$ cat config.mk
export PLATFORM = sky130hd
export DESIGN_NAME = dma_regs_mc
export DESIGN_NICKNAME = d
export VERILOG_FILES = /design/src/rtl/dma_regs_mc.sv
export SDC_FILE = /design/constraint.sdc
export NUM_CORES = 1
export LEC_CHECK = 0
export BUFFER_PORTS_ARGS = -buffer_cell sky130_fd_sc_hd__buf_2
export CORE_MARGIN = 1.5
export CORE_UTILIZATION = 45
export CTS_CLUSTER_SIZE = 16
export DETAILED_ROUTE_END_ITERATION = 12
export PLACE_DENSITY = 0.77
export SYNTH_ARGS = -nofsm -noshare
export SYNTH_HDL_FRONTEND = slang
export SYNTH_SLANG_ARGS = --single-unit
$ cat constraint.sdc
create_clock -name S_AXI_ACLK -period 6.4 [get_ports S_AXI_ACLK]
set_clock_uncertainty 0.2 [all_clocks]
set_input_delay 1.28 -clock S_AXI_ACLK [delete_from_list [all_inputs] [get_ports S_AXI_ACLK]]
set_output_delay 1.28 -clock S_AXI_ACLK [all_outputs]
set_load 0.1 [all_outputs]
$ cat src/rtl/dma_regs_mc.sv
// rtl/dma_regs_mc.sv - multi-channel AXI4-Lite DMA control/status register slave
module dma_regs_mc #(
    parameter int C_S_AXI_DATA_WIDTH = 32,
    parameter int C_S_AXI_ADDR_WIDTH = 8,
    parameter int C_NUM_CH           = 2
) (
    input  logic                            S_AXI_ACLK,
    input  logic                            S_AXI_ARESET,
    input  logic [C_S_AXI_ADDR_WIDTH-1:0]   S_AXI_AWADDR,
    input  logic [2:0]                      S_AXI_AWPROT,
    input  logic                            S_AXI_AWVALID,
    output logic                            S_AXI_AWREADY,
    input  logic [C_S_AXI_DATA_WIDTH-1:0]   S_AXI_WDATA,
    input  logic [C_S_AXI_DATA_WIDTH/8-1:0] S_AXI_WSTRB,
    input  logic                            S_AXI_WVALID,
    output logic                            S_AXI_WREADY,
    output logic [1:0]                      S_AXI_BRESP,
    output logic                            S_AXI_BVALID,
    input  logic                            S_AXI_BREADY,
    input  logic [C_S_AXI_ADDR_WIDTH-1:0]   S_AXI_ARADDR,
    input  logic [2:0]                      S_AXI_ARPROT,
    input  logic                            S_AXI_ARVALID,
    output logic                            S_AXI_ARREADY,
    output logic [C_S_AXI_DATA_WIDTH-1:0]   S_AXI_RDATA,
    output logic [1:0]                      S_AXI_RRESP,
    output logic                            S_AXI_RVALID,
    input  logic                            S_AXI_RREADY,
    output logic [32*C_NUM_CH-1:0]          o_src_addr,
    output logic [32*C_NUM_CH-1:0]          o_dst_addr,
    output logic [32*C_NUM_CH-1:0]          o_trf_len,
    output logic [C_NUM_CH-1:0]             o_dma_start,
    input  logic [C_NUM_CH-1:0]             i_dma_done,
    input  logic [C_NUM_CH-1:0]             i_dma_err,
    output logic                            o_interrupt
);
    localparam int NC = C_NUM_CH;
    localparam int AW = C_S_AXI_ADDR_WIDTH;
    localparam int BW = AW - 5;

    function automatic logic [31:0] apply_strb(input logic [31:0] old, input logic [31:0] wd,
                                               input logic [3:0] st);
        logic [31:0] r;
        for (int b = 0; b < 4; b++)
            r[b*8 +: 8] = st[b] ? wd[b*8 +: 8] : old[b*8 +: 8];
        return r;
    endfunction

    logic          rst_done, aw_held, w_held, bvalid_q, rvalid_q;
    logic [AW-1:0] aw_addr_q;
    logic [31:0]   w_data_q, rdata_q;
    logic [3:0]    w_strb_q;
    logic [1:0]    bresp_q, rresp_q;
    logic [NC-1:0] irq_status_q, irq_enable_q, busy_q, done_q, err_q;
    logic [31:0]   src_q [NC];
    logic [31:0]   dst_q [NC];
    logic [31:0]   len_q [NC];

    logic          aw_hs, w_hs, ar_hs, do_write;
    logic [AW-1:0] wr_addr;
    logic [31:0]   wr_data, rd_data_d;
    logic [3:0]    wr_strb;
    logic [BW-1:0] wr_blk, rd_blk;
    logic [2:0]    wr_off, rd_off;
    logic          wr_mapped, wr_irq_st, wr_irq_en, rd_mapped;
    logic [NC-1:0] wr_ctrl, wr_src, wr_dst, wr_len;
    logic [NC-1:0] start_req, go, zero_start, done_ev, err_ev, irq_set, irq_clr;
    logic          unused_ok;

    // Readies are held low while in reset so the slave never handshakes mid-reset.
    assign S_AXI_AWREADY = rst_done & ~aw_held & ~bvalid_q;
    assign S_AXI_WREADY  = rst_done & ~w_held & ~bvalid_q;
    assign S_AXI_ARREADY = rst_done & ~rvalid_q;
    assign S_AXI_BVALID  = bvalid_q;
    assign S_AXI_BRESP   = bresp_q;
    assign S_AXI_RVALID  = rvalid_q;
    assign S_AXI_RRESP   = rresp_q;
    assign S_AXI_RDATA   = rdata_q;

    assign aw_hs    = S_AXI_AWVALID & S_AXI_AWREADY;
    assign w_hs     = S_AXI_WVALID & S_AXI_WREADY;
    assign ar_hs    = S_AXI_ARVALID & S_AXI_ARREADY;
    assign do_write = (aw_held | aw_hs) & (w_held | w_hs);
    assign wr_addr  = aw_held ? aw_addr_q : S_AXI_AWADDR;
    assign wr_data  = w_held ? w_data_q : S_AXI_WDATA;
    assign wr_strb  = w_held ? w_strb_q : S_AXI_WSTRB;
    assign wr_blk   = wr_addr[AW-1:5];
    assign wr_off   = wr_addr[4:2];
    assign rd_blk   = S_AXI_ARADDR[AW-1:5];
    assign rd_off   = S_AXI_ARADDR[4:2];
    assign unused_ok = &{1'b0, S_AXI_AWPROT, S_AXI_ARPROT, wr_addr[1:0], S_AXI_ARADDR[1:0]};

    always_comb begin
        wr_mapped = 1'b0; wr_irq_st = 1'b0; wr_irq_en = 1'b0;
        wr_ctrl = '0; wr_src = '0; wr_dst = '0; wr_len = '0;
        if (wr_blk == '0) begin
            case (wr_off)
                3'd0: begin wr_mapped = 1'b1; wr_irq_st = 1'b1; end
                3'd1: begin wr_mapped = 1'b1; wr_irq_en = 1'b1; end
                3'd2: wr_mapped = 1'b1;
                default: ;
            endcase
        end
        for (int n = 0; n < NC; n++) begin
            if (wr_blk == BW'(n + 1)) begin
                case (wr_off)
                    3'd0: begin wr_mapped = 1'b1; wr_ctrl[n] = 1'b1; end
                    3'd1: wr_mapped = 1'b1;
                    3'd2: begin wr_mapped = 1'b1; wr_src[n] = 1'b1; end
                    3'd3: begin wr_mapped = 1'b1; wr_dst[n] = 1'b1; end
                    3'd4: begin wr_mapped = 1'b1; wr_len[n] = 1'b1; end
                    default: ;
                endcase
            end
        end
    end

    always_comb begin
        rd_data_d = '0;
        rd_mapped = 1'b0;
        if (rd_blk == '0) begin
            case (rd_off)
                3'd0: begin rd_mapped = 1'b1; rd_data_d = 32'(irq_status_q); end
                3'd1: begin rd_mapped = 1'b1; rd_data_d = 32'(irq_enable_q); end
                3'd2: begin rd_mapped = 1'b1; rd_data_d = {16'h0001, 8'h00, 8'(C_NUM_CH)}; end
                default: ;
            endcase
        end
        for (int n = 0; n < NC; n++) begin
            if (rd_blk == BW'(n + 1)) begin
                case (rd_off)
                    3'd0: rd_mapped = 1'b1;
                    3'd1: begin rd_mapped = 1'b1; rd_data_d = {29'd0, err_q[n], done_q[n], busy_q[n]}; end
                    3'd2: begin rd_mapped = 1'b1; rd_data_d = src_q[n]; end
                    3'd3: begin rd_mapped = 1'b1; rd_data_d = dst_q[n]; end
                    3'd4: begin rd_mapped = 1'b1; rd_data_d = len_q[n]; end
                    default: ;
                endcase
            end
        end
    end

    always_comb begin
        o_src_addr = '0; o_dst_addr = '0; o_trf_len = '0;
        start_req = '0; go = '0; zero_start = '0;
        for (int n = 0; n < NC; n++) begin
            o_src_addr[32*n +: 32] = src_q[n];
            o_dst_addr[32*n +: 32] = dst_q[n];
            o_trf_len[32*n +: 32]  = len_q[n];
            start_req[n]  = do_write & wr_ctrl[n] & wr_data[0] & wr_strb[0];
            go[n]         = start_req[n] & ~busy_q[n] & (len_q[n] != '0);
            zero_start[n] = start_req[n] & ~busy_q[n] & (len_q[n] == '0);
        end
        done_ev = i_dma_done & busy_q;
        err_ev  = i_dma_err & busy_q;
        irq_set = done_ev | err_ev | zero_start;
        irq_clr = (do_write & wr_irq_st & wr_strb[0]) ? wr_data[NC-1:0] : '0;
    end

    always_ff @(posedge S_AXI_ACLK) begin
        if (S_AXI_ARESET) begin
            rst_done <= 1'b0; aw_held <= 1'b0; w_held <= 1'b0;
            aw_addr_q <= '0; w_data_q <= '0; w_strb_q <= '0;
            bvalid_q <= 1'b0; bresp_q <= 2'b00;
            rvalid_q <= 1'b0; rresp_q <= 2'b00; rdata_q <= '0;
            irq_status_q <= '0; irq_enable_q <= '0;
            busy_q <= '0; done_q <= '0; err_q <= '0;
            o_dma_start <= '0; o_interrupt <= 1'b0;
            for (int n = 0; n < NC; n++) begin
                src_q[n] <= '0; dst_q[n] <= '0; len_q[n] <= '0;
            end
        end else begin
            rst_done <= 1'b1;
            if (aw_hs) begin aw_held <= 1'b1; aw_addr_q <= S_AXI_AWADDR; end
            if (w_hs) begin w_held <= 1'b1; w_data_q <= S_AXI_WDATA; w_strb_q <= S_AXI_WSTRB; end
            if (bvalid_q && S_AXI_BREADY) bvalid_q <= 1'b0;
            if (do_write) begin
                aw_held  <= 1'b0;
                w_held   <= 1'b0;
                bvalid_q <= 1'b1;
                bresp_q  <= wr_mapped ? 2'b00 : 2'b10;
            end
            if (ar_hs) begin
                rvalid_q <= 1'b1;
                rdata_q  <= rd_data_d;
                rresp_q  <= rd_mapped ? 2'b00 : 2'b10;
            end else if (rvalid_q && S_AXI_RREADY) begin
                rvalid_q <= 1'b0;
            end
            // A set event in the same cycle as a W1C clear must win.
            irq_status_q <= (irq_status_q & ~irq_clr) | irq_set;
            if (do_write && wr_irq_en && wr_strb[0]) irq_enable_q <= wr_data[NC-1:0];
            o_interrupt <= |(irq_status_q & irq_enable_q);
            o_dma_start <= go;
            for (int n = 0; n < NC; n++) begin
                if (do_write && wr_src[n] && !busy_q[n]) src_q[n] <= apply_strb(src_q[n], wr_data, wr_strb);
                if (do_write && wr_dst[n] && !busy_q[n]) dst_q[n] <= apply_strb(dst_q[n], wr_data, wr_strb);
                if (do_write && wr_len[n] && !busy_q[n]) len_q[n] <= apply_strb(len_q[n], wr_data, wr_strb);
                if (busy_q[n]) begin
                    if (done_ev[n] || err_ev[n]) busy_q[n] <= 1'b0;
                    if (done_ev[n]) done_q[n] <= 1'b1;
                    if (err_ev[n]) err_q[n] <= 1'b1;
                end else if (start_req[n]) begin
                    // A zero-length start completes immediately.
                    busy_q[n] <= go[n];
                    done_q[n] <= zero_start[n];
                    err_q[n]  <= 1'b0;
                end
            end
        end
    end
endmodule

# Yosys cells after proc, flatten, opt, wreduce, memory -nomap -nowiden
# Memories as Yosys holds them, arrays and structs flattened.
# Cells that the tools add are included.
# word_totals
output_inout_bits	236
mem_count	3
inputBits	69
regBits	98
wordCells	238
mem_bits_rw	192
# op_classes
reduce_logical	42
muxes	112
n_eq_ne	16
n_bitwise	45
# mem_list
name	depth	width	read_ports	rd_clocked_by_memory_dff	wr	line	text
dst_q	2	32	2	0	2	55	logic [31:0] dst_q [NC];
len_q	2	32	2	0	2	56	logic [31:0] len_q [NC];
src_q	2	32	2	0	2	54	logic [31:0] src_q [NC];
# ops
operator	n
$mux W32	9
$pmux W32 S4	2
$mux W8	25
$mux W1	70
$logic_not A32 Y1	2
$reduce_bool A32 Y1	2
$pmux W17 S3	1
$and A1 B1 Y1	23
$eq A3 B2 Y1 const B	6
$mux W17	1
$logic_and A1 B1 Y1	16
$eq A3 B1 Y1 const B	4
$logic_not A3 Y1	4
$reduce_or A5 Y1	2
$and A2 B2 Y2	4
$ne A2 B1 Y1 const B	4
$or A1 B1 Y1	8
$reduce_and A2 Y1	4
$reduce_bool A2 Y1	4
$eq A3 B3 Y1 const B	2
$mux W2	3
$not A1 Y1	6
$or A2 B2 Y2	3
$reduce_or A3 Y1	2
other kinds (5)	8

# Longest topological paths before layout
# logic_depth
ltp_word	13
ltp_mapped	10
depth_no_buf	5

# Least setup slack after synthesis
# OpenSTA, ideal clock, no wires.
# synth_timing
path_type	reg-to-output
startpoint	register bvalid_q (netlist: S_AXI_BVALID)
endpoint	output S_AXI_WREADY
arrival_ps	2331
path_stages_with_launch	3
path_buffers	0
path_slack_ps	2589
t_required_ps	4920
cell_sequence	dfxtp_1 nand2b_1 nor2_1
# synth_via
elab_chain_len	2
# synth_rtl
element	line	text
from (decl)	48	logic rst_done, aw_held, w_held, bvalid_q, rvalid_q;
from (signal assigned)	163	bvalid_q <= 1'b0; bresp_q <= 2'b00;
from (signal assigned)	175	if (bvalid_q && S_AXI_BREADY) bvalid_q <= 1'b0;
from (signal assigned)	179	bvalid_q <= 1'b1;
$not A1 Y1	71	assign S_AXI_WREADY = rst_done & ~w_held & ~bvalid_q;
$and A1 B1 Y1	71	
to (decl)	16	output logic S_AXI_WREADY,
# Every way passes these cells.

# Final worst setup path
# layout_timing
startpoint	input S_AXI_ARADDR[3]
endpoint	register rdata_q[3] (netlist: S_AXI_RDATA[3])
# layout_via
elab_chain_len	5
elab_cells_between_ends	8
classes_between	4 x eq/ne; 4 x mux
# layout_rtl
element	line	text
from (decl)	20	input logic [C_S_AXI_ADDR_WIDTH-1:0] S_AXI_ARADDR,
$eq A3 B3 Y1 (tied with other cells)	130	case (rd_off)
$pmux W32 S4	130	
$mux W32	129	if (rd_blk == BW'(n + 1)) begin
$pmux W32 S4	130	
$mux W32 (*)	129	
to (signal assigned)	184	rdata_q <= rd_data_d;
to (decl)	50	logic [31:0] w_data_q, rdata_q;
# Mark *: on every way between the ends. The rest lies on a longest branch, timed or not.
# A chain may end at the register's enable or synchronous reset.

==> metrics <==
clock buffer count from CTS=29; fraction of the mapped netlist area in simple logic gates=0.107; number of antenna violations at the first check in global routing=10; finished layout cell area=14700 sq um; fill cell total of the finished layout=2198; layout-stage area growth over the synthesis result=20.8%; gate count after technology mapping=1037; fraction of registers with async set/reset=0; Setup Viol. Count Final=0; clock tree from TritonCTS=yes; fraction of the yosys area taken by sequential cells=0.629; yosys synthesis warning count=0; ports placed on the boundary=305; Most Frequent Cell on Critical Path=buf_4; critical path, cell by cell=buf_2 > nor2b_4 > buf_4 > and2_2 > buf_4 > o2bb2ai_1 > a221oi_1 > nor2_1; Post-synth EDFFs=192; global-route wire length before repair=58.2 mm; post-CTS clock slew at the launch and capture registers of the worst setup and hold paths=0.06 ns; Routed WL=39.7 mm; Site Rows=59; Critical Path Slowest Stage Cell=and2_2; average instance area after synthesis=11.7 sq um; CTS Root Cell=clkbuf_16; highest net fanout along the worst path=64; number of cells traversed by the worst register-to-register path=5; Setup CP Type=in -> reg; vertical die dimension=167 um; worst endpoint data arrival time=4.15 ns; total die area=28000 sq um; number of violations of the max-capacitance limit=0; Bufs on Longest Clock Path=3; maximum number of pins on one net before global-route repair=74; Max rail drop VDD=0.189 mV; fraction of the mapped netlist area in compound gates=0.178; clock latency of the later-clocked register in the worst-skew pair=0.55 ns; library cells used by synthesis=55; Overflow after GRT=0; xor-xnor portion of the synthesized cell area=0; via count of the first global-routing pass=9459; count of buffers added by post-CTS timing repair for setup=0; Avg Vias per Cell=6.11; period utilization=0.603; cell types with the largest area share after synthesis=edfxtp_1, dfxtp_1, nor2_1, mux2i_1, o2bb2ai_1; power density over the cells=313 nW/um^2; number of gates resized after cts=0; pins over their slew limit=0; detailed-route via count=10100; worst hold path class=reg -> reg; post-detailed-placement cell area=13700 sq um; sort of element at the start of the critical path=primary input; mux share of post-synthesis cell area=0.0469; detailed-route wire length per cell=24.0 um; capturing element type of the critical path=flop; post-route DRC violation count=0; port bufs=292; antenna viol nets, final=0; placeable core region=26300 sq um; max frequency=259 MHz; top cell types by occurrence after synthesis=edfxtp_1, nor2_1, dfxtp_1; Hold Path Stages=2; fraction of post-synthesis cell area in the top cell type by area=0.474; Netlist Area Pre-Place=12200 sq um; fraction of layout cells with a size suffix above 1=0.286; RSZ-0062 raised after global routing=no; Sum Neg Setup Slack=0 ns; GP Congestion=0.906; register bit total from synthesis=286; placed wire-length estimate=27.6 mm; Leakage Power=5.78 nW; library cell with the largest summed area after synthesis=edfxtp_1; Synth Area in Adders=0; Final min period=3.86 ns; outcome=finished, final reports clean; count leader, synth=edfxtp_1; Die Span X=167 um; critical path's largest stage delay=0.87 ns; dominant synthesized flop cell=edfxtp_1; number of nets in the layout=1360; gr usage total=0.275; total power after layout=0.00459 W; slew at the pin closest to its max-slew limit=1.26 ns; critical path required time=6.69 ns; number of hold violations in the final report=0; cts-stage hold buffer count=0; violation count after the first detailed-routing iteration=1225; largest family of logic cells by synthesized area=compound AO/OA/AOI/OAI gates; count of clock tree sinks=286; drt pass-1 iters=8; headroom to the max-slew limit=0.163; number of H-tree branching levels=1; initial core utilization=0.463
-- through the flow --
stage | instances | utilization | worst slack (ns) | hold slack [ns]
after floorplan | 1038 | - | 2.59 | 0.236
after global placement | 1595 | 0.523 | 2.18 | 0.241
after detailed placement | 1595 | 0.523 | 2.11 | 0.246
after CTS | 1649 | 0.558 | 2.67 | 0.254
after global routing | 1650 | 0.559 | 2.41 | 0.268
final | 1652 | 0.559 | 2.54 | 0.253
-- registers in the layout, summed over array words and instances (netlist names), 2 cells and up --
name / flops
src_q: 64
aw_addr_q: 6
busy_q: 2
done_q: 2
err_q: 2
S_AXI_RDATA: 32
w_strb_q: 4
o_dma_start: 2
irq_enable_q: 2
len_q: 64
w_data_q: 32
irq_status_q: 2
dst_q: 64
-- kinds of logic (layout without fill, tap and decap cells) --
| logic type | count (synthesis) | in the layout |
|---|---|---|
| and+or+nand+nor | 299 | 299 |
| DFF | 286 | 286 |
| muxes | 56 | 56 |
| other | 1 | 5 |
| AOI/OAI and AO/OA | 302 | 302 |
| buffers and inverters | 93 | 369 |
-- per-layer routing --
metal / track usage / share of wire / vias up
met3: 0.0707 / 0.11 / 115
met4: 0.0889 / 0.031 / 14
met1: 0.360 / 0.39 / 4858
met5: 0 / 0.0023 / -
li1: - / - / 4444
met2: 0.447 / 0.47 / 657
-- path summary, 6_finish.rpt --
kind / endpoint / slack, ns / from
worst max-delay path: S_AXI_RDATA[3]$_SDFFE_PP0P_ / 2.54 / S_AXI_ARADDR[3]
worst max register to register: len_q[0][11]$_SDFFCE_PN0P_ / 2.72 / aw_held$_SDFFE_PP0P_
worst min register to register: w_data_q[10]$_SDFFE_PP0P_ / 0.25 / w_data_q[10]$_SDFFE_PP0P_
worst min-delay path: w_data_q[10]$_SDFFE_PP0P_ / 0.25 / w_data_q[10]$_SDFFE_PP0P_
-- power by group --
| group | internal, W | leakage (nW) | switching (W) |
|---|---|---|---|
| clock | 0.000975 | 0.461 | 0.000709 |
| combinational | 0.000131 | 2.57 | 0.000672 |
| sequential | 0.00204 | 2.75 | 0.0000627 |
| total | 0.00315 | 5.78 | 0.00144 |
-- placed cells by master, fill, tap and decap left out, types with 3 or more instances in the layout --
cell type	instances
clkinv_1	3
o21ai_0	37
mux2_2	5
inv_1	7
bufinv_16	3
nand3_1	7
and3_1	6
buf_2	292
o22ai_1	5
clkbuf_16	29
nor2_1	151
nand4_1	6
clkinv_2	8
a31oi_1	3
a21oi_1	81
clkbuf_1	5
dfxtp_1	93
o32ai_1	3
nor4_1	17
and2_1	6
buf_4	16
a221oi_1	32
nand2b_1	4
edfxtp_1	192
o2bb2ai_1	57
a22oi_1	65
mux2i_1	50
diode_2	3
nand2_4	3
nand2_1	84
-- worst max-delay path, delay by kind of cell --
kind                   cells  cell delay, ns
AOI/OAI and AO/OA          2            0.29
buffers and inverters      3            1.33
and+or+nand+nor            3            1.20
-- final cells by class --
class	count	area [sq um]	share of cell area
inverters	7	26.3	0.00179
multi-input cells	659	4060	0.276
clock inverters	18	170	0.0116
diodes	3	7.51	0.000511
repair buffers	308	1580	0.108
well taps	335	419	0.0285
clock buffers	36	772	0.0526
flip-flops and latches	286	7650	0.521
Note: power is estimated with default switching activity, not from simulation.
